--- config.mk ---
export PLATFORM = sky130hd
export DESIGN_NAME = fixed_encoder_var_order_flat
export DESIGN_NICKNAME = d
export VERILOG_FILES = /design/src/rtl/fixed_encoder_var_order_pkg.sv /design/src/rtl/fixed_encoder_var_order_if.sv /design/src/rtl/fixed_encoder_var_order_accumulator.sv /design/src/rtl/fixed_encoder_var_order.sv /design/src/flat_wrapper.sv
export SDC_FILE = /design/constraint.sdc
export NUM_CORES = 1
export LEC_CHECK = 0
export CELL_PAD_IN_SITES_DETAIL_PLACEMENT = 0
export CELL_PAD_IN_SITES_GLOBAL_PLACEMENT = 2
export CORE_MARGIN = 2
export CORE_UTILIZATION = 40
export CTS_BUF_LIST = sky130_fd_sc_hd__clkbuf_8 sky130_fd_sc_hd__clkbuf_16
export DETAILED_ROUTE_END_ITERATION = 8
export PLACE_DENSITY_LB_ADDON = 0.1
export SLEW_MARGIN = 30
export SYNTH_ARGS = -nofsm -noshare
export SYNTH_HDL_FRONTEND = slang
export SYNTH_SLANG_ARGS = --single-unit
--- constraint.sdc ---
create_clock -name iClock -period 9.3 [get_ports iClock]
set_clock_uncertainty 0.1 [all_clocks]
set_input_delay 1.395 -clock iClock [delete_from_list [all_inputs] [get_ports iClock]]
set_output_delay 1.395 -clock iClock [all_outputs]
set_load 0.05 [all_outputs]
--- src/rtl/fixed_encoder_var_order_pkg.sv ---
// Shared constants, coefficient tables and types for the runtime-order fixed FLAC predictor.
package flac_fixed_pkg;

   localparam int MAX_FIXED_ORDER = 4;
   localparam int ORDER_W         = 3;

   typedef logic [ORDER_W-1:0] order_t;
   typedef logic [2:0]         coef_t;

   // Binomial magnitudes; signs alternate and are applied by the p/q split in the datapath.
   localparam coef_t K1_TAB [MAX_FIXED_ORDER+1] = '{3'd0, 3'd1, 3'd2, 3'd3, 3'd4};
   localparam coef_t K2_TAB [MAX_FIXED_ORDER+1] = '{3'd0, 3'd0, 3'd1, 3'd3, 3'd6};
   localparam coef_t K3_TAB [MAX_FIXED_ORDER+1] = '{3'd0, 3'd0, 3'd0, 3'd1, 3'd4};
   localparam coef_t K4_TAB [MAX_FIXED_ORDER+1] = '{3'd0, 3'd0, 3'd0, 3'd0, 3'd1};

   typedef struct packed {
      logic   isStart;
      logic   isLast;
      logic   isWarmup;
      order_t order;
   } tag_t;

   function automatic order_t clampOrder(input order_t ord);
      return (ord > order_t'(MAX_FIXED_ORDER)) ? order_t'(MAX_FIXED_ORDER) : ord;
   endfunction

endpackage

--- src/rtl/fixed_encoder_var_order_if.sv ---
// Sample-in / residual-out bundle of the fixed encoder; the slave side is the encoder.
interface fixed_encoder_var_order_if #(
   parameter int SAMPLE_WIDTH = 16,
   parameter int SUM_WIDTH    = 32
);
   import flac_fixed_pkg::*;

   localparam int RES_WIDTH = SAMPLE_WIDTH + 4;

   logic                           iEnable;
   logic                           iFrameStart;
   logic                           iFrameLast;
   order_t                         iOrder;
   logic signed [SAMPLE_WIDTH-1:0] iSample;

   logic                           oValid;
   logic                           oWarmup;
   logic signed [RES_WIDTH-1:0]    oResidual;
   order_t                         oOrder;
   logic [SUM_WIDTH-1:0]           oAbsSum;
   logic                           oSumValid;

   modport master (
      output iEnable, iFrameStart, iFrameLast, iOrder, iSample,
      input  oValid, oWarmup, oResidual, oOrder, oAbsSum, oSumValid
   );

   modport slave (
      input  iEnable, iFrameStart, iFrameLast, iOrder, iSample,
      output oValid, oWarmup, oResidual, oOrder, oAbsSum, oSumValid
   );
endinterface

--- src/rtl/fixed_encoder_var_order_accumulator.sv ---
// Per-frame sum of |residual| with saturation; publishes the total one cycle after the last sample.
module fixed_abs_accumulator #(
   parameter int RES_WIDTH = 20,
   parameter int SUM_WIDTH = 32
) (
   input  logic                        clk_i,
   input  logic                        rst_ni,
   input  logic                        valid_i,
   input  logic                        start_i,
   input  logic                        last_i,
   input  logic                        warmup_i,
   input  logic signed [RES_WIDTH-1:0] residual_i,
   output logic [SUM_WIDTH-1:0]        absSum_o,
   output logic                        sumValid_o
);

   logic [SUM_WIDTH-1:0] acc_q, acc_d;
   logic [SUM_WIDTH-1:0] absSum_q;
   logic                 sumValid_q;
   logic [RES_WIDTH-1:0] magRes;
   logic [SUM_WIDTH-1:0] magExt;
   logic [SUM_WIDTH:0]   sumWide;

   // The most negative residual is unreachable, so a plain negate is a safe magnitude.
   always_comb begin
      magRes  = residual_i[RES_WIDTH-1] ? -residual_i : residual_i;
      magExt  = warmup_i ? '0 : SUM_WIDTH'(magRes);
      sumWide = {1'b0, acc_q} + {1'b0, magExt};
      acc_d   = acc_q;
      if (start_i) begin
         acc_d = magExt;
      end else if (sumWide[SUM_WIDTH]) begin
         acc_d = '1;
      end else begin
         acc_d = sumWide[SUM_WIDTH-1:0];
      end
   end

   always_ff @(posedge clk_i or negedge rst_ni) begin
      if (!rst_ni) begin
         acc_q      <= '0;
         absSum_q   <= '0;
         sumValid_q <= 1'b0;
      end else begin
         sumValid_q <= valid_i & last_i;
         if (valid_i) begin
            acc_q <= acc_d;
            if (last_i) begin
               absSum_q <= acc_d;
            end
         end
      end
   end

   assign absSum_o   = absSum_q;
   assign sumValid_o = sumValid_q;

endmodule

--- src/rtl/fixed_encoder_var_order.sv ---
// Fixed FLAC predictor of runtime order 0..4: three-stage residual pipeline plus per-frame |residual| sum.
module fixed_encoder_var_order
   import flac_fixed_pkg::*;
#(
   parameter int SAMPLE_WIDTH = 16,
   parameter int SUM_WIDTH    = 32
) (
   input  logic                     iClock,
   input  logic                     iReset_n,
   fixed_encoder_var_order_if.slave bus
);

   localparam int RES_WIDTH = SAMPLE_WIDTH + 4;

   typedef logic signed [SAMPLE_WIDTH-1:0] sample_t;
   typedef logic signed [RES_WIDTH-1:0]    res_t;

   function automatic res_t widen(input sample_t x);
      return res_t'(x);
   endfunction

   function automatic res_t scale(input res_t x, input coef_t k);
      res_t r;
      case (k)
         3'd1:    r = x;
         3'd2:    r = x <<< 1;
         3'd3:    r = (x <<< 1) + x;
         3'd4:    r = x <<< 2;
         3'd6:    r = (x <<< 2) + (x <<< 1);
         default: r = '0;
      endcase
      return r;
   endfunction

   order_t  frameOrder_q, frameOrder_d;
   order_t  count_q, count_d, curCount;
   sample_t x0_q, x1_q, x2_q, x3_q, x4_q;
   logic    s0Valid_q;
   tag_t    s0Tag_q, s0Tag_d;

   res_t    p_q, p_d, q_q, q_d;
   sample_t s1Sample_q;
   logic    s1Valid_q;
   tag_t    s1Tag_q;

   res_t    residual_q, residual_d;
   logic    s2Valid_q, s2Warmup_q, s2Start_q, s2Last_q;
   order_t  s2Order_q;

   // A frame start overrides the running order/counter for the very sample that carries it.
   always_comb begin
      frameOrder_d     = bus.iFrameStart ? clampOrder(bus.iOrder) : frameOrder_q;
      curCount         = bus.iFrameStart ? '0 : count_q;
      count_d          = (curCount >= order_t'(MAX_FIXED_ORDER)) ? order_t'(MAX_FIXED_ORDER)
                                                                 : curCount + 3'd1;
      s0Tag_d.isStart  = bus.iFrameStart;
      s0Tag_d.isLast   = bus.iFrameLast;
      s0Tag_d.isWarmup = curCount < frameOrder_d;
      s0Tag_d.order    = frameOrder_d;
   end

   always_ff @(posedge iClock or negedge iReset_n) begin
      if (!iReset_n) begin
         s0Valid_q    <= 1'b0;
         frameOrder_q <= '0;
         count_q      <= '0;
         s0Tag_q      <= '0;
         x0_q         <= '0;
         x1_q         <= '0;
         x2_q         <= '0;
         x3_q         <= '0;
         x4_q         <= '0;
      end else begin
         s0Valid_q <= bus.iEnable;
         if (bus.iEnable) begin
            x0_q         <= bus.iSample;
            x1_q         <= x0_q;
            x2_q         <= x1_q;
            x3_q         <= x2_q;
            x4_q         <= x3_q;
            frameOrder_q <= frameOrder_d;
            count_q      <= count_d;
            s0Tag_q      <= s0Tag_d;
         end
      end
   end

   // Even-lag taps feed p and odd-lag taps feed q, so the residual is simply p - q.
   always_comb begin
      p_d = widen(x0_q)
          + scale(widen(x2_q), K2_TAB[s0Tag_q.order])
          + scale(widen(x4_q), K4_TAB[s0Tag_q.order]);
      q_d = scale(widen(x1_q), K1_TAB[s0Tag_q.order])
          + scale(widen(x3_q), K3_TAB[s0Tag_q.order]);
   end

   always_ff @(posedge iClock or negedge iReset_n) begin
      if (!iReset_n) begin
         s1Valid_q  <= 1'b0;
         p_q        <= '0;
         q_q        <= '0;
         s1Sample_q <= '0;
         s1Tag_q    <= '0;
      end else begin
         s1Valid_q <= s0Valid_q;
         if (s0Valid_q) begin
            p_q        <= p_d;
            q_q        <= q_d;
            s1Sample_q <= x0_q;
            s1Tag_q    <= s0Tag_q;
         end
      end
   end

   always_comb begin
      residual_d = s1Tag_q.isWarmup ? widen(s1Sample_q) : p_q - q_q;
   end

   always_ff @(posedge iClock or negedge iReset_n) begin
      if (!iReset_n) begin
         s2Valid_q  <= 1'b0;
         s2Warmup_q <= 1'b0;
         s2Start_q  <= 1'b0;
         s2Last_q   <= 1'b0;
         s2Order_q  <= '0;
         residual_q <= '0;
      end else begin
         s2Valid_q <= s1Valid_q;
         if (s1Valid_q) begin
            residual_q <= residual_d;
            s2Warmup_q <= s1Tag_q.isWarmup;
            s2Start_q  <= s1Tag_q.isStart;
            s2Last_q   <= s1Tag_q.isLast;
            s2Order_q  <= s1Tag_q.order;
         end
      end
   end

   assign bus.oValid    = s2Valid_q;
   assign bus.oWarmup   = s2Warmup_q;
   assign bus.oResidual = residual_q;
   assign bus.oOrder    = s2Order_q;

   fixed_abs_accumulator #(
      .RES_WIDTH (RES_WIDTH),
      .SUM_WIDTH (SUM_WIDTH)
   ) uAccumulator (
      .clk_i      (iClock),
      .rst_ni     (iReset_n),
      .valid_i    (s2Valid_q),
      .start_i    (s2Start_q),
      .last_i     (s2Last_q),
      .warmup_i   (s2Warmup_q),
      .residual_i (residual_q),
      .absSum_o   (bus.oAbsSum),
      .sumValid_o (bus.oSumValid)
   );

endmodule

--- src/flat_wrapper.sv ---
// flat-port wrapper written by rule: the top's interface ports become plain ports
module fixed_encoder_var_order_flat import flac_fixed_pkg::*;
#(
   parameter int SAMPLE_WIDTH = 16,
   parameter int SUM_WIDTH    = 32
)
  (iClock, iReset_n, bus_iEnable, bus_iFrameStart, bus_iFrameLast, bus_iOrder, bus_iSample, bus_oValid, bus_oWarmup, bus_oResidual, bus_oOrder, bus_oAbsSum, bus_oSumValid);
  fixed_encoder_var_order_if #(.SAMPLE_WIDTH(SAMPLE_WIDTH), .SUM_WIDTH(SUM_WIDTH)) bus_i ();
  input  logic iClock;
  input  logic iReset_n;
  input wire logic [$bits(bus_i.iEnable)-1:0] bus_iEnable;
  input wire logic [$bits(bus_i.iFrameStart)-1:0] bus_iFrameStart;
  input wire logic [$bits(bus_i.iFrameLast)-1:0] bus_iFrameLast;
  input wire logic [$bits(bus_i.iOrder)-1:0] bus_iOrder;
  input wire logic [$bits(bus_i.iSample)-1:0] bus_iSample;
  output wire logic [$bits(bus_i.oValid)-1:0] bus_oValid;
  output wire logic [$bits(bus_i.oWarmup)-1:0] bus_oWarmup;
  output wire logic [$bits(bus_i.oResidual)-1:0] bus_oResidual;
  output wire logic [$bits(bus_i.oOrder)-1:0] bus_oOrder;
  output wire logic [$bits(bus_i.oAbsSum)-1:0] bus_oAbsSum;
  output wire logic [$bits(bus_i.oSumValid)-1:0] bus_oSumValid;
  assign bus_i.iEnable = bus_iEnable;
  assign bus_i.iFrameStart = bus_iFrameStart;
  assign bus_i.iFrameLast = bus_iFrameLast;
  assign bus_i.iOrder = bus_iOrder;
  assign bus_i.iSample = bus_iSample;
  assign bus_oValid = bus_i.oValid;
  assign bus_oWarmup = bus_i.oWarmup;
  assign bus_oResidual = bus_i.oResidual;
  assign bus_oOrder = bus_i.oOrder;
  assign bus_oAbsSum = bus_i.oAbsSum;
  assign bus_oSumValid = bus_i.oSumValid;
  fixed_encoder_var_order #(.SAMPLE_WIDTH(SAMPLE_WIDTH), .SUM_WIDTH(SUM_WIDTH)) u_core (.iClock(iClock), .iReset_n(iReset_n), .bus(bus_i));
endmodule
======== Yosys cells after proc, flatten, opt, wreduce, memory -nomap -nowiden ========
Memories as Yosys holds them, arrays and structs flattened.
Index checks and enable logic that the tools add are counted.
word-level totals
  output and inout port bits .............. 58
  memory bits (read-only) ................. 96
  memories kept ........................... 4
  word-level logic and storage cells ...... 95
  input bits .............................. 24
  register bits ........................... 245
cells by class
  order comparisons ....................... 4
  add/sub/neg operators ................... 15
  multiplexer cells ....................... 21
  bitwise logic cells ..................... 2
  reduce and logical (&&, ||, !) cells .... 1
  eq/ne operators ......................... 20
memory list
  name              depth  width  rd ports  clocked after Yosys merged registers in  write ports  RTL line                       RTL
  (name not given)  8      3      1         0                                        0            fixed_encoder_var_order.sv:92  + scale(widen(x4_q), K4_TAB[s0Tag_q.order]);
  (name not given)  8      3      1         0                                        0            fixed_encoder_var_order.sv:91  + scale(widen(x2_q), K2_TAB[s0Tag_q.order])
  (name not given)  8      3      1         0                                        0            fixed_encoder_var_order.sv:93  q_d = scale(widen(x1_q), K1_TAB[s0Tag_q.order])
  (name not given)  8      3      1         0                                        0            fixed_encoder_var_order.sv:94  + scale(widen(x3_q), K3_TAB[s0Tag_q.order]);
operators by type and width
  operator                                                                count
  20-bit case mux with 5 select lines                                     4
  18-bit by 17-bit adder with 19-bit output                               4
  17-bit by 16-bit adder with 18-bit output                               4
  32-bit 2-to-1 mux                                                       2
  20-bit 2-to-1 mux                                                       3
  20-bit adder                                                            2
  3-bit 2-to-1 mux                                                        12
  32-bit by 20-bit adder with 33-bit output                               1
  3-bit by 2-bit equality test with 1-bit output (second input constant)  8
  3-bit equality test (second input constant)                             8
  16-bit by 20-bit adder with 20-bit output                               1
  20-bit negator                                                          1
  20-bit subtractor                                                       1
  3-bit by 1-bit equality test with 1-bit output (second input constant)  4
  4-bit greater-or-equal comparator (second input constant)               1
  3-bit inverter with 4-bit output                                        1
  3-bit by 1-bit adder with 3-bit output (second input constant)          1
  3-bit greater-or-equal comparator (second input constant)               1
  3-bit greater-than comparator (second input constant)                   1
  3-bit less-than comparator                                              1
  2-bit AND reduction                                                     1
  1-bit bitwise AND                                                       1

======== Depth between registers and ports, before layout ========
  depth in word-level cells ............... 8
  depth in mapped cells ................... 22

======== Cells and area by module ========
Synthesis repeated with hierarchy kept, for this count alone.
unflattened totals
  cell total of the unflattened synthesis .. 1801
  area, all modules ....................... 17140.2 µm²
by module, submodules not included
  module                   times used  area each (µm²)  cells an instance
  fixed_encoder_var_order  1           12361.9          1242
  fixed_abs_accumulator    1           4778.3           559

======== Least setup slack after synthesis ========
No wires, ideal clock.
  path kind ............................... register -> register
  start ................................... reg u_core.x2_q[0]
  end ..................................... reg u_core.p_q[15]
  buffers on the path ..................... 0
  library setup time ...................... 0.120 ns
  stages on the path, launching flop included .. 23
  setup slack ............................. 4.728 ns
  arrival ................................. 4.352 ns
  cell sequence ........................... dfrtp_1 ha_1 inv_1 fa_1 nor2b_1 o21ai_0 a21oi_1 o2111ai_1 nand2_1 nor2_1 xor2_1 o21ai_0 a22o_1 fa_1 ha_1 o21a_1 o21ai_0 a21o_1 nor2b_1 a21oi_1 o21a_1 or3_1 a31o_2
between the ends
  cells in the longest elaborated chain, start to end .. 4
  elaborated cells on any way between the ends .. 5
RTL lines
  element                                                                                                        RTL line                                                      RTL
  start: declaration                                                                                             fixed_encoder_var_order.sv:37                                 sample_t x0_q, x1_q, x2_q, x3_q, x4_q;
  start signal: assignment                                                                                       fixed_encoder_var_order.sv:78                                 x2_q <= x1_q;
  18-bit by 17-bit adder with 19-bit output / 17-bit by 16-bit adder with 18-bit output (equally long branches)  fixed_encoder_var_order.sv:29, fixed_encoder_var_order.sv:27
  20-bit case mux with 5 select lines *                                                                          fixed_encoder_var_order.sv:24                                 case (k)
  16-bit by 20-bit adder with 20-bit output *                                                                    fixed_encoder_var_order.sv:91
  20-bit adder *                                                                                                 fixed_encoder_var_order.sv:92
  end signal: assignment                                                                                         fixed_encoder_var_order.sv:107                                p_q <= p_d;
  end: declaration                                                                                               fixed_encoder_var_order.sv:41                                 res_t p_q, p_d, q_q, q_d;
Every way passes the cells marked *; elsewhere a longest branch is shown, timed or not.
A chain may end at the register's enable or synchronous reset.

======== Worst setup path in the final report ========
Ends and elaborated chain as after synthesis.

==> flow_summary_export.csv <==
group,metric,value,unit
power,p_total,6680,uW
clock_network,post_cts_resized,0,
placement,gp_congestion,0.888,
timing,rsz0062_at_grt,"false",
yosys,synth-seq-cells,245,
finish,syn_to_final_growth,13.7,%
placement,port_buffers,81,
grt,grt-ovfl-total,0,
timing,final.setup.tns,0,ns
timing,hold_viol_final,0,
timing,drv_slew,0,
clock_network,cts.path.max_buffers,3,
clock_network,clock_latency,0.57,ns
yosys,yosys.area.top_type,"dfrtp_1",
floorplanning,rows,74,
yosys,synthTopCellsByArea,"dfrtp_1 (37%), mux2_2 (9.0%), ha_1 (8.4%)",
floorplanning,chipWidth,208,um
setup_path,worst_ep_arrival_time,5.49,ns
setup_path,slowest_stage,"fa_1",
setup_path,crit_path_frequent_cell,"o21ai_0",
yosys,synth_edf_count,0,
grt,grtUsageMet3,2.33,%
finish,stdcell_area,18800,um^2
timing,slew_headroom,36.8,%
floorplanning,ios,82,
hold_path,hold_class,"reg -> reg",
yosys,async_flop_share,100,%
timing,period_needed,5.13,ns
grt,grt_pass1_wl,73000,um
power,p_sw_share,44.9,%
finish,layout_commonest_cell,"dfrtp_1",
yosys,yosysUniqueCellTypes,75,
clock_network,post_cts_buffers,0,
detailed_routing,drc,0,
detailed_routing,via_per_inst,5.46,
setup_path,path_class,"reg -> reg",
clock_network,clk_pin_slew,0.07,ns
job,maxCapViolCount,0,
timing,final-setup-viol-count,0,
power,peakVddDrop,146,uV
setup_path,max_stage_delay,0.46,ns
placement,placed_cell_area,17800,um^2
floorplanning,die_area,43100,um^2
clock_network,cts_made_buffers,29,
yosys,synthesis.nets,1910,
timing,fmax,195,MHz
placement,dp_cells,2294,
power,comb_power_share,57.2,%
status,status,"finished clean",
yosys,synth_flop_cell,"dfrtp_1",
yosys,synth_top_area_share,37.0,%
setup_path,path_max_fanout,5,
timing,tightest_slew,0.944,ns
yosys,yosysSeqAreaShare,37.0,%
clock_network,clockRootBuffer,"clkbuf_16",
detailed_routing,wl,44800,um
detailed_routing,drtIter0Drc,614,
detailed_routing,ant_nets,0,
grt,grt_pass1_vias,12900,
setup_path,crit_chain,"ha_1 -> inv_1 -> fa_1 -> nor2b_1 -> o21ai_0 -> a21oi_1 -> o2111ai_1 -> nand2_1 -> nor2_1 -> xor2_1 -> o21ai_0 -> a22o_1 -> fa_1 -> ha_1 -> o21a_1 -> o21ai_0 -> a21o_1 -> nor2b_1 -> a21oi_1 -> o21a_1 -> or3_1 -> a31o_2",
setup_path,required,9.66,ns
power,power_frac_seq,25.0,%
setup_path,end_kind,"flip-flop",
clock_network,cts_hold_buf,0,
finish,nets,1953,
clock_network,cts_tree,"done",
power,pwr-share-clk,17.8,%
finish,drive_gt1_share,12.5,%
detailed_routing,wire_per_inst,19.1,um
power,intPower,3680,uW
yosys,ys_warn_count,0,
setup_path,start_kind,"flip-flop",
finish,layout_common_cells,"dfrtp_1 (243), nand2_1 (138), a21oi_1 (132), mux2_2 (132), o21ai_0 (124)",
detailed_routing,first_pass_iters,6,
power,leakage,0.00836,uW
timing,min_period_over_period,55.2,%
yosys,postSynthCellCount,1750,
floorplanning,die_height,208,um
grt,grt.met2_usage,35.9,%
grt,busiest_layer,"met2",
floorplanning,core-area,40800,um^2
floorplanning,initial_core_util,40.6,%
finish,stdcell_count,2348,
grt,antenna_found_initial,0,
detailed_routing,dr_total_vias,12800,
grt,grt_max_degree,150,
power,powerDensity,355,nW/um^2
grt,grt_usage,21.0,%
grt,grtUsageMet1,28.5,%
clock_network,clkSinkCount,245,
yosys,synth_area,16600,um^2
clock_network,cts_max_level,1,
placement,hpwl,33200,um
power,power_switching,3000,uW
yosys,syn_avg_cell_area,9.47,um^2
-- sequential cells by signal, summed over array words and instances, names as in the netlist, 16 cells and up --
register,count
u_core.uAccumulator.acc_q,32
u_core.q_q,20
u_core.bus.oResidual,20
u_core.x2_q,16
u_core.p_q,20
u_core.x0_q,16
u_core.x3_q,16
u_core.s1Sample_q,16
u_core.x4_q,16
u_core.x1_q,16
u_core.uAccumulator.absSum_o,32
-- synth_stat cells, types with 11 or more instances --
master / n
o221ai_1: 17
and3_1: 18
inv_1: 117
xor2_1: 44
o31ai_1: 12
nand2b_1: 15
nor3_1: 27
a21o_1: 35
o21bai_1: 17
a31oi_1: 13
nor2_1: 112
and2_1: 12
mux2_2: 132
nand3_1: 23
a211oi_1: 11
o21ai_0: 124
fa_1: 25
a21oi_1: 132
dfrtp_1: 245
o22ai_1: 20
ha_1: 111
xnor2_1: 59
clkbuf_1: 68
a22o_1: 17
nand2_1: 138
nor2b_1: 22
o21a_1: 18
a22oi_1: 24
mux2i_1: 12
-- worst max-delay path, delay by kind of cell, from the launching register on --
kind            cells  cell delay (ns)
compound gates     11             2.11
fa+ha+maj           4             1.44
simple gates        5             0.73
flops               1             0.41
xor+xnor            1             0.17
buf+inv             1             0.07
-- final timing paths --
kind / cells after the start / slack [ns] / startpoint / to
min in group asynchronous: 1 / 0.75 / iReset_n / u_core.uAccumulator.absSum_o[24]
min: 2 / 0.37 / u_core.uAccumulator.absSum_o[0] / u_core.uAccumulator.absSum_o[0]
max in group asynchronous: 2 / 7.07 / iReset_n / u_core.s0Tag_q[2]
max: 22 / 4.17 / u_core.x2_q[0] / u_core.p_q[15]
max reg2reg: 22 / 4.17 / u_core.x2_q[0] / u_core.p_q[15]
min reg2reg: 2 / 0.37 / u_core.uAccumulator.absSum_o[0] / u_core.uAccumulator.absSum_o[0]
-- cell type report --
class / instances / area [um^2]
sequential: 245 / 6130
fill: 3930 / 22000
clock buffer: 37 / 836
multi-input combinational: 1306 / 9680
inverter: 117 / 439
timing repair buffer: 94 / 923
clock inverter: 16 / 159
tap: 532 / 666
antenna: 1 / 2.50
-- power groups by stage --
stage,logic [uW],registers [uW],clock network [uW]
final,3820,1670,1190
after global routing,4270,1710,1260
after CTS,3850,1670,1220
after detailed placement,3830,1690,0
after global placement,3800,1690,0
after floorplan,2610,1890,0
-- stage by stage --
| stage | setup WS [ns] | hold WS (ns) | util [%] |
|---|---|---|---|
| 2_1_floorplan | 4.73 | 0.252 | - |
| 3_3_place_gp | 4.25 | 0.354 | 43.7 |
| 3_5_place_dp | 4.16 | 0.367 | 43.7 |
| 4_1_cts | 4.14 | 0.383 | 46.1 |
| 5_1_grt | 3.66 | 0.405 | 46.1 |
| 6_report | 4.17 | 0.375 | 46.1 |
-- cell families after synthesis --
family                   share of synthesized area [%]
buffers and inverters                             4.58
flip-flops                                        37.0
XOR/XNOR                                          5.45
adder cells (fa/ha/maj)                           11.4
multiplexers                                      9.90
AND/OR/NAND/NOR                                   11.9
AO/OA/AOI/OAI                                     19.7
-- metal layers --
metal	vias up	wire [um]
met4	0	1030
li1	6364	-
met2	148	21500
met3	55	1110
met1	6246	21200
met5	-	0
Note: power is estimated with default switching activity, not from simulation.
==> RTL edit 1: new RTL, same settings <==
`SAMPLE_WIDTH` is set to 16 in 3 places; all go to 32.
--- a/src/rtl/fixed_encoder_var_order_if.sv
+++ b/src/rtl/fixed_encoder_var_order_if.sv
@@ -2,3 +2,3 @@
 interface fixed_encoder_var_order_if #(
-   parameter int SAMPLE_WIDTH = 16,
+   parameter int SAMPLE_WIDTH = 32,
    parameter int SUM_WIDTH    = 32
--- a/src/rtl/fixed_encoder_var_order.sv
+++ b/src/rtl/fixed_encoder_var_order.sv
@@ -4,3 +4,3 @@
 #(
-   parameter int SAMPLE_WIDTH = 16,
+   parameter int SAMPLE_WIDTH = 32,
    parameter int SUM_WIDTH    = 32
--- a/src/flat_wrapper.sv
+++ b/src/flat_wrapper.sv
@@ -3,3 +3,3 @@
 #(
-   parameter int SAMPLE_WIDTH = 16,
+   parameter int SAMPLE_WIDTH = 32,
    parameter int SUM_WIDTH    = 32
Interface: changed (resized bus_iSample and bus_oResidual); port bits go from 82 to 114. No check against the original RTL was run, so the function may have changed too.
==> RTL edit 1 against the original RTL <==
Setup slack worse by 1.6 ns; critical path depth up 3; first-iteration DRC count up 150%; wire length up 82%; highest routed layer unchanged; synthesized cell count up 78%; total power up 78%; combinational power up 91%; non-clock buffer count up 44; sequential cell count up 144; synthesized area up 73%; largest power group unchanged; cell area up 71%; cell count up 76%.
==> RTL edit 1: results <==
{
  "max-slew-margin-rel": 0.389,
  "cts_buffers": 48,
  "port_buffers": 113,
  "drive_above_1_share": 0.117,
  "p_leak_nw": 14.8,
  "place_ws_ns": 2.52,
  "grt_pass1_wl_um": 130000,
  "cts_max_level": 2,
  "hold_path_class": "reg2reg",
  "worstPathArrival_ns": 7.15,
  "track_usage": 0.220,
  "timing.critical_path.slowest_cell_delay_ns": 0.47,
  "n_antenna_cell": 0,
  "ff2ff_path_depth": 25,
  "antenna_found_initial": 2,
  "fill_cells": 6908,
  "finish.net_count": 3436,
  "critPathMaxFanout": 6,
  "synth_area_leaders": "dfrtp_1, mux2_2, ha_1, a21oi_1, o21ai_0",
  "routedWlPerCell_um": 19.7,
  "irDropWorstVdd_uv": 217,
  "ys_seq_area_frac": 0.340,
  "intPower_mw": 6.34,
  "drt_iter0_drc": 1505,
  "dpl.hpwl_um": 62000,
  "status": "complete, no violations",
  "insertion_delay_ns": 0.59,
  "vias": 23075,
  "cpMaxStageDelayCell": "fa_1",
  "ys_types": 79
}
## RTL edit 1: final cells by class
type,count,share of cell area
inverters,211,0.0246
clock inverters,28,0.00614
multi-input cells,2364,0.545
repair buffers,138,0.0419
clock buffers,61,0.0432
well taps,950,0.0369
flip-flops and latches,389,0.303
## RTL edit 1: worst reg2reg max path: cells and delay by family (launching register included)
family | cells | cell delay [ns]
adders and majority gates | 4 | 1.44
and+or+nand+nor | 1 | 0.19
DFF | 1 | 0.45
buffers and inverters | 1 | 0.07
muxes | 2 | 0.54
xor gates and xnor gates | 2 | 0.28
AOI/OAI and AO/OA | 15 | 3.60
## RTL edit 1: routing by layer
layer,share of wire,track usage,wire length (um),up-vias
li1,-,-,-,11328
met1,0.50,0.323,41000,11186
met2,0.44,0.349,36100,465
met3,0.038,0.0236,3080,96
met4,0.016,0.0422,1310,0
met5,0,0,0,-
## RTL edit 1: power groups by stage
stage                     clock network [mW]  registers, mW  logic [mW]
after floorplan                            0           3.09        5.05
after global placement                     0           2.72        7.18
after detailed placement                   0           2.74        7.24
after CTS                               1.94           2.71        7.29
after global routing                    2.01           2.79        8.10
final                                   1.88           2.71        7.30
## RTL edit 1: final timing paths
kind,startpoint,to,slack (ns)
worst max-delay path,u_core.x2_q[1],u_core.p_q[30],2.53
worst min-delay path,u_core.uAccumulator.absSum_o[14],u_core.uAccumulator.absSum_o[14],0.37
worst max register to register,u_core.x2_q[1],u_core.p_q[30],2.53
worst min register to register,u_core.uAccumulator.absSum_o[14],u_core.uAccumulator.absSum_o[14],0.37
max in group asynchronous,iReset_n,u_core.s1Tag_q[3],7.04
min in group asynchronous,iReset_n,u_core.uAccumulator.absSum_o[3],0.74
## RTL edit 1: logic make-up (layout without fill, tap and decap cells)
group                    count (synthesis)  after routing  synth area share
AO/OA/AOI/OAI                          943            943             0.215
flip-flops                             389            389             0.340
multiplexers                           276            276             0.107
AND/OR/NAND/NOR                        708            708             0.115
XOR/XNOR                               193            193            0.0590
adder cells (fa/ha/maj)                244            244             0.117
buffers and inverters                  360            438            0.0475
## RTL edit 1: metrics by stage
| stage | instances | instance area [um2] |
|---|---|---|
| 2_1_floorplan | 3113 | 28600 |
| 3_3_place_gp | 4052 | 30600 |
| 3_5_place_dp | 4052 | 30600 |
| 4_1_cts | 4141 | 32200 |
| 5_1_grt | 4141 | 32200 |
| 6_report | 4141 | 32200 |
==> RTL edit 2: new RTL, same flow settings <==
Without the edit above. Make the reset (`iReset_n` and `rst_ni`) synchronous in 4 clocked blocks.
--- a/src/rtl/fixed_encoder_var_order_accumulator.sv
+++ b/src/rtl/fixed_encoder_var_order_accumulator.sv
@@ -38,3 +38,3 @@
 
-   always_ff @(posedge clk_i or negedge rst_ni) begin
+   always_ff @(posedge clk_i) begin
       if (!rst_ni) begin
--- a/src/rtl/fixed_encoder_var_order.sv
+++ b/src/rtl/fixed_encoder_var_order.sv
@@ -61,3 +61,3 @@
 
-   always_ff @(posedge iClock or negedge iReset_n) begin
+   always_ff @(posedge iClock) begin
       if (!iReset_n) begin
@@ -96,3 +96,3 @@
 
-   always_ff @(posedge iClock or negedge iReset_n) begin
+   always_ff @(posedge iClock) begin
       if (!iReset_n) begin
@@ -118,3 +118,3 @@
 
-   always_ff @(posedge iClock or negedge iReset_n) begin
+   always_ff @(posedge iClock) begin
       if (!iReset_n) begin
Behaviour: differs if iReset_n is asserted again (counterexample within 4 cycles, from zero or initial values and one cycle with iReset_n low); with iReset_n held inactive, the same outputs for 4 cycles.
==> RTL edit 2 against the original RTL <==
Sequential share of layout area decreased by 5.7 points; synthesized area decreased by 3.2%; setup slack improved by 0.11 ns; sequential cell count unchanged; first-iteration DRC count increased by 1.3%; cell area decreased by 2.9%; global-route usage increased by 0.56 points; wire length about the same; synthesized cell count increased by 11%; critical path depth decreased by 1; largest cell class unchanged.
Power is not compared: it rests on default switching activity, and its combinational part moved more than twofold at a synthesized area within 25%.
==> RTL edit 2: results <==
{
  "status": "complete, no violations",
  "finish.net_count": 2129,
  "dp.cells": 2462,
  "antenna_found_initial": 1,
  "synth_fp_nets": 2096,
  "routed_via_density": 5.34,
  "grt_pass1_wl_um": 71900,
  "ys_async_sr_fraction": 0,
  "drt_iter0_drc": 622,
  "track_usage": 0.215,
  "fill_cells": 4032,
  "cpMaxStageDelayCell": "fa_1",
  "timing.critical_path.slowest_cell_delay_ns": 0.51,
  "ys_types": 80,
  "dpl_cell_area_mm2": 0.0173,
  "ys_seq_area_frac": 0.306,
  "wirelength_um": 44800,
  "path_clk_slew_ns": 0.06,
  "tightest_slew_ns": 0.925,
  "gp_congestion": 0.921,
  "avgSynthCellArea_um2": 8.28,
  "ys_top_cells_by_count": "nor2_1, dfxtp_1, mux2i_1, nand2_1, a21oi_1",
  "place_ws_ns": 4.26,
  "routedWlPerCell_um": 17.8,
  "synth_area_leaders": "dfxtp_1, mux2i_1, ha_1, nor2_1, a21oi_1",
  "grt_max_degree": 97,
  "n_antenna_cell": 0,
  "cts_buffers": 30,
  "hold_path_class": "reg2reg",
  "detailedRoute.firstPassIterationCount": 5,
  "worstPathArrival_ns": 5.38,
  "critPathMaxFanout": 6,
  "drive_above_1_share": 0.0492,
  "dpl.hpwl_um": 33100,
  "cts_max_path_buffers": 3
}
RTL edit 2: path summary, 6_finish.rpt:
kind | depth (start not counted) | slack (ns) | to | start
min | 2 | 0.34 | u_core.uAccumulator.absSum_o[13] | u_core.uAccumulator.absSum_o[13]
min reg2reg | 2 | 0.34 | u_core.uAccumulator.absSum_o[13] | u_core.uAccumulator.absSum_o[13]
max | 21 | 4.28 | u_core.p_q[16] | u_core.x2_q[1]
max reg2reg | 21 | 4.28 | u_core.p_q[16] | u_core.x2_q[1]
RTL edit 2: report_power, final:
part	total [mW]	internal [mW]	switching (mW)
Combinational	0.409	0.166	0.243
Sequential	1.11	1.07	0.0388
Clock	1.22	0.742	0.473
RTL edit 2: logic make-up after synthesis:
logic type | count (synthesis) | synth area share
AOI/OAI and AO/OA | 454 | 0.188
xor gates and xnor gates | 99 | 0.0541
adders and majority gates | 136 | 0.118
buffers and inverters | 194 | 0.0455
DFF | 245 | 0.306
muxes | 174 | 0.109
and+or+nand+nor | 634 | 0.180
RTL edit 2: final cells by class:
type	count	share of cell area
tap	525	0.0359
clock buffer	35	0.0454
timing repair buffer	98	0.0511
multi-input combinational	1497	0.568
inverter	97	0.0202
sequential	245	0.268
clock inverter	20	0.0108
RTL edit 2: routing by layer:
metal	vias to the layer above	share of wire	track usage
met4	0	0.027	0.0559
met2	182	0.46	0.359
li1	6895	-	-
met5	-	0	0
met1	6314	0.48	0.296
met3	60	0.031	0.0234
RTL edit 2: metrics by stage:
stage	hold WS, ns	utilization
2_1_floorplan	0.329	-
3_3_place_gp	0.332	0.435
3_5_place_dp	0.334	0.436
4_1_cts	0.343	0.462
5_1_grt	0.368	0.462
6_report	0.339	0.462
RTL edit 2: worst max-delay path: cells and delay by family (launching register included):
family,cells,cell delay [ns]
AOI/OAI and AO/OA,8,1.71
adders and majority gates,4,1.45
xor gates and xnor gates,2,0.30
buffers and inverters,2,0.09
DFF,1,0.41
and+or+nand+nor,5,0.85
